<file path="src/rtl/config_byte_streamer.sv">
// Transmit side of the configId/configData firmware-load bus: buffers one host image,
// then replays it as a gap-free burst while the global tracing enable is held low.
module config_byte_streamer #(
    parameter int unsigned BUF_DEPTH    = 64,
    parameter logic [7:0]  IDLE_ID      = 8'hFF,
    parameter int unsigned DRAIN_CYCLES = 3,
    parameter int unsigned LEN_W        = $clog2(BUF_DEPTH + 1)
) (
    input  logic             clk,
    input  logic             reset_n,
    input  logic             trace_en,
    input  logic             cfg_start,
    input  logic [7:0]       cfg_target_id,
    input  logic [LEN_W-1:0] cfg_length,
    input  logic             cfg_abort,
    input  logic             byte_valid,
    input  logic [7:0]       byte_data,
    output logic             byte_ready,
    output logic             busy,
    output logic             done,
    output logic             err,
    output logic             tracing,
    output logic [7:0]       configId,
    output logic [7:0]       configData
);

    localparam int unsigned ADDR_W  = (BUF_DEPTH > 1) ? $clog2(BUF_DEPTH) : 1;
    localparam int unsigned DRAIN_W = (DRAIN_CYCLES > 1) ? $clog2(DRAIN_CYCLES) : 1;
    localparam logic [LEN_W-1:0]   MaxLen    = LEN_W'(BUF_DEPTH);
    localparam logic [DRAIN_W-1:0] DrainLast = DRAIN_W'(DRAIN_CYCLES - 1);
    localparam logic [LEN_W-1:0]   LenOne    = LEN_W'(1);

    typedef enum logic [2:0] {
        StIdle,
        StLoad,
        StQuiesce,
        StStream,
        StGap
    } state_e;

    state_e             state_q, state_d;
    logic [7:0]         target_q, target_d;
    logic [LEN_W-1:0]   len_q, len_d;
    logic [LEN_W-1:0]   wr_q, wr_d;
    logic [LEN_W-1:0]   rd_q, rd_d;
    logic [DRAIN_W-1:0] drain_q, drain_d;
    logic               wr_en;

    logic [7:0] mem_q [BUF_DEPTH];

    logic       byte_ready_q, byte_ready_d;
    logic       busy_q, busy_d;
    logic       done_q, done_d;
    logic       err_q, err_d;
    logic       tracing_q, tracing_d;
    logic [7:0] config_id_q, config_id_d;
    logic [7:0] config_data_q, config_data_d;

    always_comb begin
        state_d       = state_q;
        target_d      = target_q;
        len_d         = len_q;
        wr_d          = wr_q;
        rd_d          = rd_q;
        drain_d       = drain_q;
        wr_en         = 1'b0;
        err_d         = 1'b0;
        done_d        = 1'b0;
        config_data_d = 8'h00;

        case (state_q)
            StIdle: begin
                if (cfg_start) begin
                    if ((cfg_length > MaxLen) || (cfg_target_id == IDLE_ID)) begin
                        err_d = 1'b1;
                    end else begin
                        target_d = cfg_target_id;
                        len_d    = cfg_length;
                        wr_d     = '0;
                        rd_d     = '0;
                        state_d  = StLoad;
                    end
                end
            end

            StLoad: begin
                if (cfg_abort) begin
                    wr_d    = '0;
                    state_d = StIdle;
                end else begin
                    wr_en = byte_valid && byte_ready_q;
                    if (wr_en) begin
                        wr_d = wr_q + LenOne;
                    end
                    // A zero-length image falls through on the first LOAD cycle.
                    if (wr_d == len_q) begin
                        drain_d = '0;
                        state_d = StQuiesce;
                    end
                end
            end

            StQuiesce: begin
                if (drain_q == DrainLast) begin
                    if (len_q == '0) begin
                        state_d = StGap;
                    end else begin
                        rd_d          = '0;
                        config_data_d = mem_q[0];
                        state_d       = StStream;
                    end
                end else begin
                    drain_d = drain_q + DRAIN_W'(1);
                end
            end

            StStream: begin
                if (rd_q == len_q - LenOne) begin
                    rd_d    = '0;
                    state_d = StGap;
                end else begin
                    rd_d          = rd_q + LenOne;
                    config_data_d = mem_q[rd_d[ADDR_W-1:0]];
                end
            end

            StGap: begin
                done_d  = 1'b1;
                state_d = StIdle;
            end

            default: begin
                state_d = StIdle;
            end
        endcase

        // Outputs are registered from the next state so they always match the current state.
        byte_ready_d = (state_d == StLoad) && (wr_d < len_d);
        busy_d       = (state_d != StIdle);
        tracing_d    = ((state_d == StIdle) || (state_d == StLoad)) ? trace_en : 1'b0;
        config_id_d  = (state_d == StStream) ? target_d : IDLE_ID;
    end

    always_ff @(posedge clk or negedge reset_n) begin
        if (!reset_n) begin
            state_q       <= StIdle;
            target_q      <= IDLE_ID;
            len_q         <= '0;
            wr_q          <= '0;
            rd_q          <= '0;
            drain_q       <= '0;
            byte_ready_q  <= 1'b0;
            busy_q        <= 1'b0;
            done_q        <= 1'b0;
            err_q         <= 1'b0;
            tracing_q     <= 1'b0;
            config_id_q   <= IDLE_ID;
            config_data_q <= 8'h00;
        end else begin
            state_q       <= state_d;
            target_q      <= target_d;
            len_q         <= len_d;
            wr_q          <= wr_d;
            rd_q          <= rd_d;
            drain_q       <= drain_d;
            byte_ready_q  <= byte_ready_d;
            busy_q        <= busy_d;
            done_q        <= done_d;
            err_q         <= err_d;
            tracing_q     <= tracing_d;
            config_id_q   <= config_id_d;
            config_data_q <= config_data_d;
        end
    end

    // Image storage needs no reset; only written bytes are ever replayed.
    always_ff @(posedge clk) begin
        if (wr_en) begin
            mem_q[wr_q[ADDR_W-1:0]] <= byte_data;
        end
    end

    assign byte_ready = byte_ready_q;
    assign busy       = busy_q;
    assign done       = done_q;
    assign err        = err_q;
    assign tracing    = tracing_q;
    assign configId   = config_id_q;
    assign configData = config_data_q;

endmodule

</file>
<file path="config.mk">
export PLATFORM = sky130hd
export DESIGN_NAME = config_byte_streamer
export DESIGN_NICKNAME = d
export VERILOG_FILES = /design/src/rtl/config_byte_streamer.sv
export SDC_FILE = /design/constraint.sdc
export NUM_CORES = 1
export LEC_CHECK = 0
export ABC_AREA = 1
export BUFFER_PORTS_ARGS = -buffer_cell sky130_fd_sc_hd__buf_2
export CORE_MARGIN = 8
export CORE_UTILIZATION = 49
export DETAILED_ROUTE_END_ITERATION = 10
export PLACE_DENSITY_LB_ADDON = 0.25
export SYNTH_ARGS = -nofsm -noshare
export SYNTH_HDL_FRONTEND = slang
export SYNTH_SLANG_ARGS = --single-unit
</file>
<file path="constraint.sdc">
create_clock -name clk -period 6.3 [get_ports clk]
set_input_delay 0.315 -clock clk [delete_from_list [all_inputs] [get_ports clk]]
set_output_delay 0.315 -clock clk [all_outputs]
set_load 0.05 [all_outputs]
</file>
Yosys cells after proc, flatten, opt, wreduce, memory -nomap -nowiden
Memory sizes are Yosys's and may differ from the RTL's. Cells that the tools add are included. Widths: inputs -> output; s select.

Register bits after elaboration: 55. Memory bits (writable): 512. Input bits: 29. Output and inout port bits: 21. Word-level logic and storage cells: 94. Memories kept: 1.

Memories: mem_q (words 64, bits a word 8, read ports 2, clocked after Yosys merged registers in 0, write ports 1, RTL line 49) `logic [7:0] mem_q [BUF_DEPTH];`.

Add/subtract/negate cells: 4. Magnitude comparators: 2. Equality and inequality tests: 17. Multiplexer cells: 45. Reductions and logical operators: 12.

Operators by type and width (count): $mux 7 (14); $mux 8 (7); $mux 3 (7); $pmux 7 s3 (1); $pmux 8 s2 (1); $add 7x1->7 const B (2); $eq 7x7->1 (2); $ne 2x2->1 const B (7); $pmux 7 s2 (1); $pmux 3 s4 (1); $eq 3x2->1 const B (3); $mux 1 (9); $eq 8x8->1 const B (1); $gt 7x7->1 const B (1); $logic_not 7->1 (1); $lt 7x7->1 (1); $sub 7x1->7 const B (1); $eq 3x1->1 const B (2); $logic_not 3->1 (2); $mux 2 (3); $reduce_bool 3->1 (2); $reduce_and 5->1 (1); $pmux 2 s2 (1); $reduce_and 4->1 (1); 6 further kinds (8).

Longest topological paths before layout
Gate-level depths: netlist (run 1).

Depth after elaboration: 11. Gate-level depth with buffers: 17. Gate-level depth less buffers: 17.

Worst setup path after synthesis (run 1)
OpenSTA, ideal clock, no wires.

Path type: reg2reg. From: register byte_ready_q (netlist: byte_ready). To: register byte_ready_q (netlist: byte_ready). Arrival time: 2.184 ns. Data required time: 6.229 ns. Path slack: 4.045 ns. Stages on the path, launching flop included: 14. Path buffers: 0. Period minus slack after synthesis: 2.255 ns. Path through: dfrtp_1 -> nand2_2 -> nor2_1 -> nand2_1 -> o21ai_2 -> nand2_1 -> nand2_1 -> o21ai_0 -> ha_1 -> nand2_1 -> nor2_1 -> a211oi_1 -> nand2_1 -> nor2_1.

Elaborated cells on any way between the ends: 13.

RTL lines: start, declared (RTL line 51) `logic byte_ready_q, byte_ready_d;`; start signal, assigned (RTL line 166) `byte_ready_q <= byte_ready_d;`; $logic_and 1x1->1 (RTL line 91) `wr_en = byte_valid && byte_ready_q;`; $mux 7 (RTL line 92) `if (wr_en) begin`; $mux 7 (RTL line 87) `if (cfg_abort) begin`; $mux 7 (RTL line 71) `case (state_q)`; $mux 7 (RTL line 87); $pmux 7 s2 (RTL line 71); named net wr_d[6] (RTL line 44) `logic [LEN_W-1:0] wr_q, wr_d;`; $lt 7x7->1 (RTL line 138) `byte_ready_d = (state_d == StLoad) && (wr_d < len_d);`; $logic_and 1x1->1 (RTL line 138); named net byte_ready_d (RTL line 51).

The timed path passes the listed nets, and every way through them passes these cells. The select of a mux whose other input is x is not followed. A chain may end at the register's enable or synchronous reset.

Worst setup path in the final report (run 1)
From: register state_q[1]. To: memory mem_q[28][3], enable pin.

Word-level cells in the longest chain between the ends: 4.

RTL lines: start, declared (RTL line 41) `state_e state_q, state_d;`; start signal, assigned (RTL line 146) `state_q <= StIdle;`; start signal, assigned (RTL line 160) `state_q <= state_d;`; $eq 3x1->1 (RTL line 71); $mux 1 (RTL line 71); $mux 1 (RTL line 178) `if (wr_en) begin`; $mux 1 (not written as such) (RTL line 179) `mem_q[wr_q[ADDR_W-1:0]] <= byte_data;`; end, declared (RTL line 49).

Every way passes these cells.

==> results by group, run 1 <==
CTS
  • Post-cts resize count: 0
  • Number of H-tree levels: 2
  • Clock sink count: about 570
  • CTS clk-pin slew, worst paths: approximately 60 ps
  • CTS tree: yes
  • Postcts setup bufs: 0
  • Clk_lat worst skew: 610 ps
  • CTS Root Cell: clkbuf_16
  • TritonCTS Buffers: 57
  • CTS max path bufs: 3

Placed design
  • Routability cong.: 0.886
  • Post-DP HPWL: 35.5 mm
  • PortBufs: between 40 and 50
  • Placed Area: 0.0244 sq mm

Worst setup path
  • Cells along the critical path: inv_2 -> nand2_1 -> nor2_1 -> inv_1 -> nor2_1 -> inv_1 -> nor2_1 -> nand3_1 -> nor2_1
  • Endpoint type of the worst setup path: flip-flop
  • Startpoint Class: flip-flop
  • Req. time, crit path: approximately 6500 ps
  • Worst Path Buf+Inv: 3
  • Critical path's slowest cell: nor2_1
  • Data arrival time of the critical path: 4230 ps
  • Family with the most delay on the worst path: simple AND/OR/NAND/NOR gates
  • Crit-path most repeated cell: nor2_1
  • Critical path type: flip-flop to flip-flop
  • CP max FO: 12
  • Critical path's largest stage delay: ~900 ps

Global routing
  • GRT Total Usage: approximately 22%
  • Global-route wire length before repair: around 94 mm
  • Antenna violations before repair: 2
  • Total gr overflow: 0
  • Pin count of the biggest net entering global routing: around 190
  • Vias in the first global route: 15900

Route
  • DRT iter0 DRCs: 1894
  • Vias per cell: about 5.8
  • WL met1: roughly 25 mm
  • # DRC: 0
  • Vias: 16200
  • Uppermost routed layer: met4
  • Routed WL: just over 60 mm
  • DR pass1 iterations: 5
  • Final ANT Viol Nets: 0
  • DR WL met3: ~5.7 mm
  • Met2 wire length: approximately 28 mm
  • Drt wl/cell: about 22 microns

Synth
  • Mux share of post-synthesis cell area: 0%
  • Synth Cell Area: 0.0237 sq mm
  • Avg Inst Size Synth: 11.2 sq um
  • Adder-cell area share of the yosys netlist: 0.580%
  • XOR/XNOR Fraction of Synth Area: less than 1%
  • Synth warnings: 0
  • Sequential area share after synthesis: 70.7%
  • Compound-Gate Fraction of Synth Area: 1.12%
  • Synthesized Nets: roughly 2200
  • Synth Instances: between 2000 and 2500
  • Largest family of logic cells by synthesized area: simple AND/OR/NAND/NOR gates
  • Fraction of the mapped netlist area in simple logic gates: 24.2%
  • Yosys reg bits: 567
  • Cell variety after synth: 34

Pwr
  • LEAKAGE: just under 0.01 uW
  • Power Density: 452 mW/mm^2
  • Maximum vdd drop: 0.000357 V
  • Final total power: 11900 uW

Timing
  • RSZ-0062 raised after global routing: no
  • Tcrit/Tclk final: 63.5%
  • Fin Hold WS: 81.5 ps
  • Final min period: 4000 ps
  • Setup violators final: 0
  • Fmax achieved: 250 MHz
  • Post-Route Skew: 31.5 ps
  • Slew @ Worst Pin: approximately 1200 ps
  • Pins Over Slew Limit: 0
  • Slew margin rel.: 18.6%
  • Final Hold Fails: 0
  • Final TNS setup: 0 ps

Floorplanning
  • Effective utilization at floorplan: 49.7%
  • Die X: 236 microns
  • Core Rows: 80
  • Area of the die: roughly 0.056 sq mm
  • Die H: 236 microns
  • Core ar.: 0.0477 sq mm
  • Boundary Pins: 50

Finish
  • Nets: between 2000 and 2500
  • Layout cells sized above 1: 9.37%
  • Layout fillers: 3985
  • Synthesis-to-layout area growth: 11.4%
  • Final Instance Area: 0.0264 sq mm

Flow run
  • Max-Cap Viols: 0

Hold path
  • HP Class: input port to flip-flop

Outcome
  • Status: finished clean
-- through the flow --
stage	setup WS (ps)	std cells	util, %
final	2300	2805	55.3
after global routing	2080	2804	55.3
after CTS	2350	2803	55.3
after detailed placement	2380	2687	51.1
after global placement	2460	2687	51.1
after floorplan	4050	2119	-
-- power breakdown --
part	internal, uW	switching, uW	leakage [uW]
clock network	2060	1390	0.000927
logic	1140	2920	0.00348
registers	4250	180	0.00527
total	7450	4490	0.00968
-- layout make-up --
type,count,area [sq um],share of cell area (%)
timing repair buffer,78,518,1.96
clock inverter,31,382,1.44
tap,615,769,2.91
antenna,2,5.00,0.0189
inverter,56,218,0.824
clock buffer,73,1520,5.74
sequential,567,16800,63.5
multi-input combinational,1383,6240,23.6
-- cell usage in the layout, fill, tap and decap left out, types with 6 or more instances in the layout --
cell / Yosys / final
a21oi_1: 8 / 8
buf_2: 69 / 49
buf_4: 3 / 15
bufinv_16: 0 / 9
clkbuf_1: 33 / 13
clkbuf_16: 0 / 57
clkinv_1: 0 / 10
clkinv_2: 0 / 8
dfrtp_1: 39 / 38
dfstp_2: 16 / 16
dlygate4sd3_1: 0 / 12
edfxtp_1: 512 / 512
ha_1: 11 / 10
inv_1: 41 / 40
inv_2: 15 / 14
nand2_1: 652 / 652
nand3_1: 546 / 546
nand4_1: 7 / 7
nor2_1: 101 / 101
o21ai_0: 13 / 13
o22ai_1: 6 / 6
or2_2: 6 / 6
-- synth_stat cells --
cell	number	share of area (%)
dfstp_2	16	1.8
or2_2	6	0.16
dfrtp_1	39	4.1
nor2_4	2	0.095
ha_1	11	0.58
nand3b_1	1	0.032
edfxtp_1	512	65
buf_4	3	0.095
nor2_2	2	0.053
nand3_1	546	12
buf_1	7	0.11
xnor2_1	3	0.11
clkbuf_1	33	0.52
buf_2	69	1.5
xor2_1	2	0.074
nor3_1	1	0.021
inv_2	15	0.24
o21bai_1	4	0.13
o21ai_2	2	0.074
inv_1	41	0.65
nand2_2	4	0.11
nand4_1	7	0.18
nand3_4	1	0.074
a211oi_1	1	0.032
o21bai_2	4	0.19
buf_6	1	0.047
a21o_1	1	0.032
nand2_1	652	10
nor2_1	101	1.6
o21ai_1	3	0.063
xor2_2	2	0.14
o21ai_0	13	0.27
o22ai_1	6	0.16
a21oi_1	8	0.17
-- sequential cells by signal (all words and copies together), names as in the netlist --
| name | count |
|---|---|
| done | 1 |
| configData | 8 |
| err | 1 |
| wr_q | 7 |
| drain_q | 2 |
| busy | 1 |
| byte_ready | 1 |
| target_q | 8 |
| rd_q | 7 |
| state_q | 3 |
| len_q | 7 |
| configId | 8 |
| mem_q | 512 |
| tracing | 1 |
-- per-layer routing --
metal  global-route usage [%]  vias up
li1                         -     7474
met1                     28.8     7839
met2                     34.9      756
met3                     5.33      124
met4                     8.06        0
met5                        0        -
-- worst register-to-register path, delay by kind of cell (launching register included) --
family / cells / cell delay, ps
simple gates: 6 / 2840
buf+inv: 3 / 350
flops: 1 / 420
-- path summary, 6_finish.rpt --
check / slack, ps / from / depth (start not counted) / to
min in group asynchronous: 390 / reset_n / 3 / done
setup / recovery: 2300 / state_q[1] / 9 / mem_q[28][3]
hold / removal: 80 / cfg_length[1] / 4 / len_q[1]
setup reg to reg: 2300 / state_q[1] / 9 / mem_q[28][3]
hold reg to reg: 480 / target_q[0] / 2 / target_q[0]
max in group asynchronous: 5360 / reset_n / 3 / rd_q[0]
-- logic make-up (layout without fill, tap and decap cells) --
| family | after synthesis | in the layout |
|---|---|---|
| adder cells (fa/ha/maj) | 11 | 11 |
| XOR/XNOR | 7 | 7 |
| flip-flops | 567 | 567 |
| AND/OR/NAND/NOR | 1323 | 1323 |
| AO/OA/AOI/OAI | 42 | 42 |
| other | 0 | 2 |
| buffers and inverters | 169 | 238 |
-- timing repair --
item,CTS,global route
hold buffers,12,0
setup endpoints to repair,0,0
endpoints found under the hold margin,50,0
(Power assumes the default switching activity.)
==> run 2, diff against run 1 <==
Clock period 6.3 ns to 4 ns, I/O delays scaled along.
==> results by group, run 2 (same netlist as run 1, synthesis figures left out) <==
Floorplanning
  • Area of the die: 0.0557 sq mm (unchanged)
  • Die H: 236 microns (unchanged)
  • Effective utilization at floorplan: 49.7% (unchanged)
  • Die X: 236 microns (unchanged)
  • Core ar.: 0.0477 sq mm (unchanged)
  • Boundary Pins: 50 (unchanged)
  • Core Rows: 80 (unchanged)

Finish
  • Nets: 2215 (+1.5%)
  • Max reg flops: 512 (unchanged)
  • Most common cell after layout, fill and taps aside: nand2_1
  • Diode count: 0 (-2)
  • Most frequent cells in the layout: nand2_1, nand3_1, edfxtp_1
  • Synthesis-to-layout area growth: 12.1%
  • Layout cells sized above 1: 10.2% (+0.84 points)

CTS
  • Clock sink count: 567 (unchanged)
  • CTS Root Cell: clkbuf_16
  • Post-cts resize count: 0 (unchanged)
  • CTS clk-pin slew, worst paths: 60 ps (about the same)
  • Postcts setup bufs: 0 (unchanged)
  • CTS tree: yes
  • CTS max path bufs: 3 (unchanged)
  • TritonCTS Buffers: 57 (unchanged)
  • Number of H-tree levels: 2 (unchanged)
  • Hold buffers post-CTS: 19 (+7)
  • Clk_lat worst skew: 610 ps (about the same)

Worst setup path
  • Endpoint type of the worst setup path: flip-flop
  • FF-to-FF Start: state_q[1]
  • CP max FO: 8 (-4)
  • Req. time, crit path: 4240 ps (-2290 ps)
  • Startpoint Class: flip-flop
  • Data arrival time of the critical path: 3710 ps (-520 ps)
  • Reg-to-reg endpoint: mem_q[16][2]
  • R2r setup slk: 530 ps (-1770 ps)
  • Worst r2r path cells: 9 (unchanged)
  • Critical path type: flip-flop to flip-flop

Timing
  • Slew @ Worst Pin: 1130 ps (-92.1 ps)
  • Post-Route Skew: 16.8 ps (-14.7 ps)
  • Pins Over Slew Limit: 0 (unchanged)
  • Final min period: 3470 ps (-529 ps)
  • Final worst slack: 527 ps (-1770 ps)
  • Setup violators final: 0 (unchanged)
  • Final Hold Fails: 0 (unchanged)
  • Final TNS setup: 0 ps (unchanged)
  • Fmax achieved: 288 MHz (+15%)
  • Tcrit/Tclk final: 86.8% (+23 points)
  • RSZ-0062 raised after global routing: no
  • Slew margin rel.: 24.8% (+6.1 points)

Route
  • DR pass1 iterations: 6 (+1)
  • Vias per cell: 5.66 (-2.0%)
  • Final ANT Viol Nets: 0 (unchanged)
  • # DRC: 0 (unchanged)
  • DRT iter0 DRCs: 1574 (-17%)
  • Drt wl/cell: 21.5 microns (-1.3%)
  • Vias: 16100 (-0.83%)
  • Routed WL: 61.1 mm (-0.15%)

Outcome
  • Status: finished clean

Pwr
  • LEAKAGE: 0.00980 uW (+1.2%)
  • Sequential power share: 37.0% (about the same)
  • Maximum vdd drop: 0.000745 V (+110%)
  • Clock share of power: 27.7% (-1.2 points)
  • Power Density: 698 mW/mm^2 (+55%)
  • Internal: 11500 uW (+54%)
  • Switching portion of total power: 38.3% (+0.66 points)
  • P_sw: 7100 uW (+58%)
  • Comb power frac: 35.3% (+1.3 points)
  • Final total power: 18600 uW (+56%)

Global routing
  • Pin count of the biggest net entering global routing: 145 (-23%)
  • Global-route wire length before repair: 94.1 mm (about the same)
  • Total gr overflow: 0 (unchanged)
  • Vias in the first global route: 15700 (-1.2%)
  • Met2 Use GR: 35.3% (+0.48 points)
  • GRT Total Usage: 21.7% (-0.11 points)
  • GRT busiest layer: met2
  • Antenna violations before repair: 0 (-2)
  • GR Util met1: 29.5% (+0.67 points)
  • Met3 GRT Util: 4.40% (-0.93 points)

Placed design
  • PortBufs: 49 (unchanged)
  • Pre-CTS setup slack: 509 ps (-1870 ps)
  • Routability cong.: 0.883 (-0.33%)
  • Post-DP HPWL: 36.6 mm (+2.9%)

Flow run
  • Max-Cap Viols: 0 (unchanged)

Hold path
  • HP Class: input port to async pin
## run 2: cell types whose count changed in the layout (fill, tap and decap cells not counted), moves of 2 or more
cell,change
clkbuf_16,+2
clkinv_2,+2
buf_4,+22
diode_2,-2
bufinv_16,-7
clkbuf_1,+7
buf_12,+3
dlygate4sd3_1,+7
## run 2: cell type report
cell class	count	area, sq um
Clock buffer	83	1610
Timing Repair Buffer	110	813
Inverter	56	218
Clock inverter	25	175
Tap cell	615	769
Sequential cell	567	16800
Fill cell	3971	21100
Multi-Input combinational cell	1383	6240
## run 2: layer usage
layer | up-vias | wire, microns
met5 | - | 0
met4 | 0 | 1470
met3 | 96 | 4720
met2 | 646 | 29000
met1 | 7784 | 25900
li1 | 7533 | -
## run 2: worst max-delay path, cell delays in order (launching register included)
cell     delay, ps
dfrtp_1        410
inv_2           70
nand2_1         70
nor2_1         140
inv_1           60
nor2_1         410
inv_1          170
nor2_1         250
nand3_1        670
nor2_1         840
## run 2: worst max path at each step
| stage | start | end | cells past startpoint |
|---|---|---|---|
| after CTS | state_q[1] | mem_q[56][4] | 9 |
| after global routing | state_q[1] | mem_q[16][2] | 9 |
| after floorplan | byte_ready | byte_ready | 13 |
| after global placement | state_q[1] | mem_q[48][7] | 9 |
| after detailed placement | state_q[1] | mem_q[56][4] | 9 |
| final | state_q[1] | mem_q[16][2] | 9 |
## run 2: power groups by stage
stage               Sequential, uW  Combinational [uW]  Clock (uW)
floorplan                     7150                4370           0
global placement              6990                6440           0
detailed placement            6990                6520           0
CTS                           6870                6560        5190
global route                  6880                7210        5420
finish                        6870                6560        5140
## run 2: through the flow
stage	hold slack (ps)	utilization, %	std cells	cell area, sq um
6_report	42.9	55.7	2839	26600
5_1_grt	68.1	55.7	2839	26600
4_1_cts	22.5	55.7	2839	26600
3_5_place_dp	143	51.6	2712	24600
3_3_place_gp	145	51.6	2712	24600
2_1_floorplan	-95.6	-	2119	23700
==> run 3, diff against run 2 <==
Settings changed: CELL_PAD_IN_SITES_DETAIL_PLACEMENT set to 1, CELL_PAD_IN_SITES_GLOBAL_PLACEMENT set to 1.
==> results by group, run 3 (same netlist as run 1, synthesis figures left out) <==
Outcome
  • Status: finished clean

Pwr
  • Sequential power share: 36.5% (-0.5 points)
  • Comb power frac: 36.2% (+0.9 points)
  • Maximum vdd drop: 0.000861 V (+16%)
  • Internal: 11500 uW (about the same)
  • Clock share of power: 27.3% (-0.4 points)
  • Switching portion of total power: 39.0% (+0.76 points)
  • Power Density: 707 mW/mm^2 (+1.4%)
  • LEAKAGE: 0.00976 uW (-0.34%)
  • P_sw: 7330 uW (+3.3%)
  • Final total power: 18800 uW (+1.3%)

Floorplanning
  • Die X: 236 microns (unchanged)
  • Core ar.: 0.0477 sq mm (unchanged)
  • Die H: 236 microns (unchanged)
  • Core Rows: 80 (unchanged)
  • Boundary Pins: 50 (unchanged)
  • Effective utilization at floorplan: 49.7% (unchanged)
  • Area of the die: 0.0557 sq mm (unchanged)

Worst setup path
  • Startpoint Class: flip-flop
  • Critical path type: flip-flop to flip-flop
  • Worst Path Buf+Inv: 3 (unchanged)
  • Endpoint type of the worst setup path: flip-flop
  • Worst r2r path cells: 8 (-1)
  • Family with the most delay on the worst path: simple AND/OR/NAND/NOR gates
  • Critical path depth: 8 (-1)
  • Critical path's largest stage delay: 910 ps (+70 ps)
  • CP max FO: 12 (+4)
  • Req. time, crit path: 4240 ps (about the same)
  • Critical path's slowest cell: nor2_1
  • Data arrival time of the critical path: 3330 ps (-380 ps)
  • Cells along the critical path: inv_2 -> nand2_1 -> nor2_1 -> inv_1 -> nor2_1 -> buf_4 -> nand3_1 -> nor2_1
  • Crit-path most repeated cell: nor2_1

Route
  • Final ANT Viol Nets: 0 (unchanged)
  • DR pass1 iterations: 5 (-1)
  • # DRC: 0 (unchanged)
  • Met2 wire length: 33.4 mm (+15%)
  • Vias: 16600 (+3.4%)
  • DRT iter0 DRCs: 1421 (-9.7%)
  • Uppermost routed layer: met4
  • Vias per cell: 5.86 (+3.7%)
  • WL met1: 28.7 mm (+11%)
  • Routed WL: 68.4 mm (+12%)
  • Drt wl/cell: 24.2 microns (+12%)
  • DR WL met3: 4.26 mm (-9.7%)

Hold path
  • WHS Path Cells: 1
  • HP Class: input port to flip-flop

CTS
  • CTS tree: yes
  • Number of H-tree levels: 2 (unchanged)
  • CTS clk-pin slew, worst paths: 60 ps (about the same)
  • TritonCTS Buffers: 57 (unchanged)
  • Clk_lat worst skew: 620 ps (about the same)
  • CTS max path bufs: 3 (unchanged)
  • Clock sink count: 567 (unchanged)
  • CTS Root Cell: clkbuf_16

Placed design
  • Routability cong.: 0.867 (-1.9%)
  • Pre-CTS setup slack: 994 ps (+485 ps)
  • PortBufs: 49 (unchanged)
  • Placed Area: 0.0246 sq mm (about the same)
  • Post-DP HPWL: 42.2 mm (+15%)
  • Placed insts: 2711 (-0.037%)

Timing
  • Final Hold Fails: 0 (unchanged)
  • Post-Route Skew: 33.0 ps (+16.2 ps)
  • Final worst slack: 911 ps (+384 ps)
  • Final TNS setup: 0 ps (unchanged)
  • Pins Over Slew Limit: 0 (unchanged)
  • Fmax achieved: 324 MHz (+12%)
  • RSZ-0062 raised after global routing: no
  • Final min period: 3090 ps (-384 ps)
  • Tcrit/Tclk final: 77.2% (-9.6 points)
  • Slew margin rel.: 23.0% (-1.8 points)
  • Setup violators final: 0 (unchanged)
  • Slew @ Worst Pin: 1150 ps (+22.5 ps)

Finish
  • Synthesis-to-layout area growth: 12.0%
  • Final Instance Area: 0.0266 sq mm (-0.10%)
  • Most frequent cells in the layout: nand2_1, nand3_1, edfxtp_1
  • Most common cell after layout, fill and taps aside: nand2_1
  • Layout fillers: 4976 (+25%)
  • Multi-input logic area: 0.00624 sq mm (unchanged)
  • Max reg flops: 512 (unchanged)
  • Nets: 2215 (unchanged)
  • Register area: 0.0168 sq mm (unchanged)
  • Finished Layout Cells: 2833 (-0.21%)
  • Layout cells sized above 1: 10.2% (-0.013 points)

Flow run
  • Max-Cap Viols: 0 (unchanged)

Global routing
  • Global-route wire length before repair: 105 mm (+12%)
  • Vias in the first global route: 17700 (+13%)
  • GRT Total Usage: 24.5% (+2.8 points)
  • Pin count of the biggest net entering global routing: 131 (-9.7%)
  • Total gr overflow: 0 (unchanged)
  • Antenna violations before repair: 0 (unchanged)
## run 3: changes by cell type in the layout (fill, tap and decap cells not counted)
| cell | change |
|---|---|
| clkinv_4 | +1 |
| clkbuf_16 | -1 |
| buf_12 | -1 |
| clkbuf_1 | -4 |
| diode_2 | +1 |
| inv_6 | +1 |
| inv_8 | -1 |
| clkinvlp_4 | +3 |
| clkbuf_8 | +2 |
| dlygate4sd3_1 | +1 |
| clkinv_1 | -3 |
| clkinv_2 | -5 |
## run 3: path summary, 6_finish.rpt
| check | from | to | slack (ps) |
|---|---|---|---|
| min in group asynchronous | reset_n | rd_q[1] | 160 |
| max in group asynchronous | reset_n | configId[3] | 2960 |
| worst max-delay path | state_q[1] | mem_q[7][3] | 910 |
| worst min register to register | target_q[7] | target_q[7] | 480 |
| worst max register to register | state_q[1] | mem_q[7][3] | 910 |
| worst min-delay path | byte_data[5] | mem_q[16][5] | 60 |
## run 3: what timing repair did
action / 4_1_cts / 5_1_grt
resized for setup: 0 / 0
endpoints found under the hold margin: 52 / 0
hold buffers: 20 / 0
buffers inserted: 0 / 0
endpoints found under the setup margin: 0 / 0
## run 3: per-layer routing
metal	up-vias	GRT usage [%]
met3	113	4.47
met5	-	0
met4	0	8.44
met1	8470	31.7
li1	7527	-
met2	502	41.3
## run 3: area by class of cell
cell class | count | share of cell area, %
tap | 615 | 2.90
antenna | 1 | 0.00942
sequential | 567 | 63.1
clock buffer | 80 | 6.00
multi-input combinational | 1383 | 23.5
clock inverter | 21 | 0.631
inverter | 56 | 0.819
timing repair buffer | 110 | 3.02
## run 3: metrics by stage
stage / utilization (%) / hold WS, ps
after detailed placement: 51.5 / 255
final: 55.6 / 64.0
after global routing: 55.6 / 65.5
after CTS: 55.6 / 35.0
after global placement: 51.5 / 254
after floorplan: - / -95.6
## run 3: worst reg2reg max path, stage by stage, from the launching register on
cell,delay (ps)
dfrtp_1,420
inv_2,70
nand2_1,60
nor2_1,120
inv_1,60
nor2_1,80
buf_4,210
nand3_1,780
nor2_1,910
## run 3: power by group through the flow
stage	Clock [uW]	Combinational (uW)	Sequential, uW
after global placement	0	6500	6980
final	5130	6800	6860
after global routing	5390	7460	6880
after detailed placement	0	6730	6980
after CTS	5190	6800	6860
after floorplan	0	4370	7150
